<file path="config.mk">
export PLATFORM = sky130hd
export DESIGN_NAME = fetch_unit_flat
export DESIGN_NICKNAME = d
export VERILOG_FILES = /design/src/rtl/fetch_unit_if.sv /design/src/rtl/fetch_unit.sv /design/src/flat_wrapper.sv
export SDC_FILE = /design/constraint.sdc
export NUM_CORES = 1
export LEC_CHECK = 0
export CAP_MARGIN = 25
export CORE_ASPECT_RATIO = 0.8
export CORE_MARGIN = 2
export CORE_UTILIZATION = 35
export DETAILED_ROUTE_END_ITERATION = 6
export SLEW_MARGIN = 10
export SYNTH_ARGS = -nofsm -noshare
export SYNTH_HDL_FRONTEND = slang
export SYNTH_SLANG_ARGS = --single-unit
</file>
<file path="constraint.sdc">
create_clock -name Clk -period 3.8 [get_ports Clk]
set_input_delay 0.57 -clock Clk [delete_from_list [all_inputs] [get_ports Clk]]
set_output_delay 0.57 -clock Clk [all_outputs]
set_load 0.05 [all_outputs]
</file>
<file path="src/rtl/fetch_unit_if.sv">
// Signal bundle between the fetch unit, its downstream consumer and instruction memory.
// StallCount exists only when FETCH_STALL_COUNT_EN is defined.
interface fetch_unit_if;
  logic        En;
  logic        Flush;
  logic [31:0] BranchTarget;
  logic        IMemReq;
  logic [31:0] IMemAddr;
  logic [31:0] IMemData;
  logic        IMemValid;
  logic [31:0] Instruction;
  logic [31:0] NewPCAddress;
  logic        InstrValid;
`ifdef FETCH_STALL_COUNT_EN
  logic [15:0] StallCount;
`endif

  modport slave (
    input  En, Flush, BranchTarget, IMemData, IMemValid,
    output IMemReq, IMemAddr, Instruction, NewPCAddress, InstrValid
`ifdef FETCH_STALL_COUNT_EN
    , output StallCount
`endif
  );

  modport master (
    output En, Flush, BranchTarget, IMemData, IMemValid,
    input  IMemReq, IMemAddr, Instruction, NewPCAddress, InstrValid
`ifdef FETCH_STALL_COUNT_EN
    , input StallCount
`endif
  );
endinterface

</file>
<file path="src/rtl/fetch_unit.sv">
// Instruction fetch unit: one outstanding memory request, a one-entry output hold and flush redirect.
// Define FETCH_STALL_COUNT_EN to add the saturating StallCount output.
module fetch_unit #(
  parameter logic [31:0] RESET_VECTOR = 32'h0000_0000
) (
  input  logic        Clk,
  input  logic        Rst_n,
  fetch_unit_if.slave bus
);

  typedef enum logic [1:0] {
    S_IDLE,
    S_WAIT,
    S_HOLD,
    S_DISCARD
  } state_t;

  state_t      state;
  logic [31:0] pc;
  logic [31:0] target;
  logic [31:0] pc_next;

  assign target  = bus.BranchTarget & ~32'd3;
  assign pc_next = pc + 32'd4;

  // A flushed request cannot be cancelled at the memory, so S_DISCARD keeps it alive until its response is swallowed.
  always_ff @(posedge Clk or negedge Rst_n) begin
    if (!Rst_n) begin
      state            <= S_IDLE;
      pc               <= RESET_VECTOR;
      bus.IMemReq      <= 1'b0;
      bus.IMemAddr     <= RESET_VECTOR;
      bus.Instruction  <= 32'd0;
      bus.NewPCAddress <= 32'd0;
      bus.InstrValid   <= 1'b0;
    end else begin
      case (state)
        S_IDLE: begin
          state        <= S_WAIT;
          bus.IMemReq  <= 1'b1;
          bus.IMemAddr <= pc;
        end
        S_WAIT: begin
          if (bus.Flush) begin
            pc             <= target;
            bus.InstrValid <= 1'b0;
            if (bus.IMemValid) begin
              bus.IMemAddr <= target;
            end else begin
              state <= S_DISCARD;
            end
          end else if (bus.IMemValid) begin
            bus.Instruction  <= bus.IMemData;
            bus.NewPCAddress <= pc_next;
            bus.InstrValid   <= 1'b1;
            pc               <= pc_next;
            bus.IMemReq      <= 1'b0;
            state            <= S_HOLD;
          end
        end
        S_HOLD: begin
          if (bus.Flush) begin
            pc             <= target;
            bus.InstrValid <= 1'b0;
            bus.IMemReq    <= 1'b1;
            bus.IMemAddr   <= target;
            state          <= S_WAIT;
          end else if (bus.En) begin
            bus.InstrValid <= 1'b0;
            bus.IMemReq    <= 1'b1;
            bus.IMemAddr   <= pc;
            state          <= S_WAIT;
          end
        end
        S_DISCARD: begin
          if (bus.Flush) begin
            pc             <= target;
            bus.InstrValid <= 1'b0;
          end
          if (bus.IMemValid) begin
            bus.IMemAddr <= bus.Flush ? target : pc;
            state        <= S_WAIT;
          end
        end
        default: begin
          state <= S_IDLE;
        end
      endcase
    end
  end

`ifdef FETCH_STALL_COUNT_EN
  always_ff @(posedge Clk or negedge Rst_n) begin
    if (!Rst_n) begin
      bus.StallCount <= 16'd0;
    end else if (bus.InstrValid && !bus.En && (bus.StallCount != 16'hFFFF)) begin
      bus.StallCount <= bus.StallCount + 16'd1;
    end
  end
`endif

endmodule

</file>
<file path="src/flat_wrapper.sv">
// flat-port wrapper written by rule: the top's interface ports become plain ports
module fetch_unit_flat 
#(
  parameter logic [31:0] RESET_VECTOR = 32'h0000_0000
)
  (Clk, Rst_n, bus_En, bus_Flush, bus_BranchTarget, bus_IMemData, bus_IMemValid, bus_IMemReq, bus_IMemAddr, bus_Instruction, bus_NewPCAddress, bus_InstrValid);
  fetch_unit_if bus_i ();
  input  logic Clk;
  input  logic Rst_n;
  input wire logic [$bits(bus_i.En)-1:0] bus_En;
  input wire logic [$bits(bus_i.Flush)-1:0] bus_Flush;
  input wire logic [$bits(bus_i.BranchTarget)-1:0] bus_BranchTarget;
  input wire logic [$bits(bus_i.IMemData)-1:0] bus_IMemData;
  input wire logic [$bits(bus_i.IMemValid)-1:0] bus_IMemValid;
  output wire logic [$bits(bus_i.IMemReq)-1:0] bus_IMemReq;
  output wire logic [$bits(bus_i.IMemAddr)-1:0] bus_IMemAddr;
  output wire logic [$bits(bus_i.Instruction)-1:0] bus_Instruction;
  output wire logic [$bits(bus_i.NewPCAddress)-1:0] bus_NewPCAddress;
  output wire logic [$bits(bus_i.InstrValid)-1:0] bus_InstrValid;
  assign bus_i.En = bus_En;
  assign bus_i.Flush = bus_Flush;
  assign bus_i.BranchTarget = bus_BranchTarget;
  assign bus_i.IMemData = bus_IMemData;
  assign bus_i.IMemValid = bus_IMemValid;
  assign bus_IMemReq = bus_i.IMemReq;
  assign bus_IMemAddr = bus_i.IMemAddr;
  assign bus_Instruction = bus_i.Instruction;
  assign bus_NewPCAddress = bus_i.NewPCAddress;
  assign bus_InstrValid = bus_i.InstrValid;
  fetch_unit #(.RESET_VECTOR(RESET_VECTOR)) u_core (.Clk(Clk), .Rst_n(Rst_n), .bus(bus_i));
endmodule
</file>
# Yosys cells after proc, flatten, opt, wreduce, memory -nomap -nowiden

Index checks and enable logic that the tools add are counted.

Register bits after elaboration: 132
Input bits: 69
Output and inout port bits: 98
Logic and storage cells: 59

$add $sub $neg: 1
Equality and inequality tests: 11
Mux-type cells: 28
Bitwise operators: 1
Reduce and logical (&&, ||, !) cells: 11

Operators with widths:

| cell                  | number |
|---|---|
| $mux 32               | 8 |
| $pmux 32 s4           | 1 |
| $pmux 32 s2           | 1 |
| $add 32x3->32 const B | 1 |
| $reduce_and 4->1      | 4 |
| $mux 2                | 6 |
| $ne 2x2->1 const B    | 5 |
| $mux 1                | 9 |
| $ne 3x3->1 const B    | 3 |
| $pmux 2 s4            | 1 |
| $pmux 1 s3            | 2 |
| $reduce_bool 3->1     | 2 |
| $eq 2x2->1 const B    | 2 |
| $reduce_and 3->1      | 1 |
| $eq 2x1->1 const B    | 1 |
| $logic_not 2->1       | 1 |
| $reduce_and 2->1      | 1 |
| $reduce_bool 2->1     | 1 |
| $reduce_or 2->1       | 1 |
| $not 1->1             | 1 |

# Logic depth before layout (Yosys ltp)

Word-level depth: 4
Mapped depth: 9

# Worst setup path before layout

Ideal clock, no wire load.

Path type: flip-flop to flip-flop
From: register u_core.state[1]
To: register u_core.pc[22]
Library setup time: 0.146 ns
Arrival: 1.880 ns
Setup slack: 1.774 ns
Stages on the path, launching flop included: 8
Clock period less this slack: 2.026 ns
Cell sequence: dfrtp_1 -> ha_1 -> buf_2 -> or3_1 -> clkbuf_1 -> or3_1 -> nor2_2 -> a311oi_2

Longest elaborated chain between the ends: 4
Elaborated cells on any way between the ends: 8

RTL lines:

| what                               | RTL line         | RTL |
|---|---|---|
| start: declaration                 | fetch_unit.sv:18 | `state_t state;` |
| start signal: assignment           | fetch_unit.sv:29 | `state <= S_IDLE;` |
| start signal: assignment           | fetch_unit.sv:39 | `state <= S_WAIT;` |
| start signal: assignment           | fetch_unit.sv:50 | `state <= S_DISCARD;` |
| $eq 2x2->1                         | fetch_unit.sv:37 | `case (state)` |
| $reduce_or 2->1 (no source line)   | n/a              |  |
| $reduce_bool 2->1 (no source line) | n/a              |  |
| $reduce_and 2->1 (no source line)  | n/a              |  |
| end signal: assignment             | fetch_unit.sv:45 | `pc <= target;` |
| end signal: assignment             | fetch_unit.sv:56 | `pc <= pc_next;` |
| end signal: assignment             | fetch_unit.sv:63 | `pc <= target;` |
| end: declaration                   | fetch_unit.sv:19 | `logic [31:0] pc;` |

Parallel ways exist; a longest one is shown, timed or not.
A chain may end at the register's enable or synchronous reset.

# Worst setup path in the final report

From: input port bus_Flush
To: register u_core.pc[5]

Longest elaborated chain between the ends: 2
Elaborated cells on any way between the ends: 5

RTL lines:

| what                                                   | RTL line           | RTL |
|---|---|---|
| start: declaration                                     | flat_wrapper.sv:11 | `input wire logic [$bits(bus_i.Flush)-1:0] bus_Flush;` |
| $mux 32 (tied with other cells)                        | n/a                |  |
| $pmux 32 s2 / $reduce_and 2->1 (equally long branches) | n/a                |  |

Parallel ways exist; a longest one is shown, timed or not.

==> results.md <==
- Run status: completed
- Fill count: around 1.8k
- ANT cells: 0
- Net switching power: between 4 and 5 mW
- Worst vdd ir: 0.468 mV
- Fin. max-slew vios: 0
- Cell Int Power: between 4 and 5 mW
- Met2 Usage GRT: between 20% and 30%
- CP cell instances: clkdlybuf4s50_1 -> inv_1 -> a21oi_2 -> buf_4 -> buf_4 -> a21oi_1 -> a21oi_1
- Clock slew at reported path FFs: roughly 0.060 ns
- Crit path arrival time: 3.18 ns
- DR pass1 iterations: 5
- Pwr Density: 1040 nW/um2
- Cts bufs inserted: 17
- Most Used Layer, Global Route: met1
- R2R Setup Slk: 1.30 ns
- Clock power frac: 19.4%
- Die area: ~20000 um2
- Clock sinks: between 100 and 150
- Drt via density: approximately 5.3
- Vias in the first global route: roughly 5.5k
- Cell Area, Placed: around 8400 um2
- Largest net degree at the start of global routing: 71
- Gate power share: a little over half
- Design area: between 9000 and 10000 um2
- Vias: 5708
- CP Class: in -> reg
- CTS Buffer Depth: 2
- RSZ-0062 raised after global routing: false
- First-pass GRT wire length: 31700 um
- Worst-Margin Slew: slightly below 0.9 ns
- Top cell type's share of synthesized area: about half
- Post-synth EDFFs: 0
- Clk_lat worst skew: between 0.4 and 0.5 ns
- Root buffer cell: clkbuf_16
- Fmax achieved: around 350 MHz
- Initial antenna violation count: 0
- WP data required: just over 4 ns
- Port-buffer cells: 164
- Cts-stage hold buffer count: 0
- Commonest cells post-synth: 132 x dfrtp_1, 98 x nand2_1, 90 x o21ai_0
- Netlist cell types: 56
- Wirelength per Cell: between 15 and 20 um
- Cells after Synth: approximately 680
- Die W: between 150 and 200 um
- Gpl congestion: between 0.8 and 0.9
- Flops & latches, synth: ~130
- Final hold vios: 0
- Final setup violating endpoints: 0
- Setup Skew: 0.00780 ns
- YS warnings: 0
- Worst hold-check path type: in -> async
- Setup Fix Bufs, Post-CTS: 0
- Grt met1 use: approximately 33%
- Netlist Area Pre-Place: about 6600 um2
- Layout cell share with drive strength beyond 1: 12.1%
- Final HPWL DP: ~15000 um
- Met3 Track Usage GR: 4.24%
- Core area: 18800 um2
- Row count: 45
- Initial drt markers: ~650
- Post-Syn Area per Cell: between 9 and 10 um2
- Final WL: between 20000 and 25000 um
- Final core occ: about half
- Leakage power: 3.67 nW
- GRT Util Overall: between 20% and 30%
- Sequential fraction of the synthesis area: about half
- Crit-path max cell delay: 0.99 ns
- Io pins: around 170
- Startpoint Class: input port
- Switching Share: between 40% and 50%
- Final net count: a little under 900
- Area Overhead vs Synth: 36.6%
- Critical path's slowest cell: clkdlybuf4s50_1
- Critical Path Sink Type: flop
- Die height: 127 um
- ANT nets after route: 0
- Ys async rst share: 100%
- Power share of the sequential group: around 28%
- Most common cell in the synthesized netlist: dfrtp_1
- Total grt overflow: 0
- H-tree depth: 4
- Fin crit period: around 2.8 ns
- Initial Util: approximately a third
- Final Power: ~9.5 mW
- Post-CTS Resized: 0
- Max cap viols: 0
- Ranking of synthesized cells by area: dfrtp_1 50%, o21ai_0 6.8%, mux2_2 5.9%, nand2_1 5.5%, a22oi_1 3.6%
- Prevailing post-synth register cell: dfrtp_1
- Setup TNS: 0 ns
- CTS tree: done
- Rel. slew slack: about two fifths
- Post-synth top area cell: dfrtp_1
- Crit Path Max Fanout: 19
- Period utilization: approximately 75%
- Drt drc: 0
- Synth Net Count: 750
## final timing paths
| check | startpoint | end | cells after the start |
|---|---|---|---|
| setup / recovery | bus_Flush | u_core.pc[5] | 7 |
| max in group asynchronous | Rst_n | u_core.bus.Instruction[12] | 2 |
| hold reg to reg | u_core.bus.IMemAddr[3] | u_core.bus.IMemAddr[3] | 2 |
| min in group Clk | u_core.bus.IMemAddr[3] | u_core.bus.IMemAddr[3] | 2 |
| setup reg to reg | u_core.pc[2] | u_core.pc[26] | 6 |
| hold / removal | Rst_n | u_core.bus.IMemAddr[26] | 1 |
## logic make-up after synthesis
family                   Yosys count  synth area share (%)
AND/OR/NAND/NOR                  203                  16.0
AO/OA/AOI/OAI                    200                  18.4
flip-flops                       132                  49.7
buffers and inverters             70                  4.80
multiplexers                      38                  6.39
XOR/XNOR                          28                  3.69
adder cells (fa/ha/maj)            5                 0.942
## area by class of cell
type,instances,area (um2),area share (%)
Clock inverter,12,203,2.23
Multi-Input combinational cell,474,3030,33.4
Clock buffer,19,453,4.99
Timing Repair Buffer,174,1730,19.0
Sequential cell,132,3300,36.4
Inverter,9,33.8,0.372
Tap cell,258,323,3.56
## registers in the layout (all words and copies together), names as in the netlist
signal and cells:
u_core.bus.Instruction 32, u_core.state 2, u_core.bus.InstrValid 1, u_core.bus.IMemReq 1, u_core.bus.IMemAddr 32, u_core.bus.NewPCAddress 32
u_core.pc 32
## cells in the final DEF (no fill, tap or decap), types with 4 or more instances in the layout
cell type,instances
a211oi_1,6
a21oi_1,29
a22oi_1,32
and2_1,6
and4_1,4
buf_4,10
bufinv_16,5
clkbuf_16,17
clkdlybuf4s50_1,163
dfrtp_1,132
ha_1,5
inv_1,9
mux2_2,35
nand2_1,97
nand3_1,18
nand4_1,15
nor2_1,17
nor2b_1,5
nor3_1,9
o21ai_0,90
o22ai_1,8
or3_1,7
xnor2_1,10
xor2_1,18
## stage by stage
| stage | hold slack [ns] | setup WS (ns) | std cells |
|---|---|---|---|
| finish | 0.235 | 0.958 | 1078 |
| global route | 0.306 | 0.846 | 1078 |
| global placement | 0.464 | 0.604 | 1047 |
| floorplan | 0.274 | 1.77 | 676 |
| detailed placement | 0.473 | 0.588 | 1047 |
| CTS | 0.293 | 1.02 | 1078 |
## power by group through the flow
| stage | Sequential, mW | Combinational (mW) | Clock (mW) |
|---|---|---|---|
| finish | 2.70 | 4.92 | 1.83 |
| global placement | 2.68 | 4.88 | 0 |
| detailed placement | 2.70 | 4.94 | 0 |
| global route | 2.80 | 5.24 | 1.94 |
| CTS | 2.69 | 4.95 | 1.88 |
| floorplan | 4.07 | 1.85 | 0 |
## routing by layer
layer	up-vias	part of all wire, %
met5	-	0
met4	0	1.6
met3	27	6.9
met2	237	42
met1	2757	49
li1	2687	-
## critical path: cells and delay by family
kind / cells / cell delay [ns]
buffers and inverters: 4 / 1.87
AOI/OAI and AO/OA: 3 / 0.73
Power figures use the tool's default switching activity.
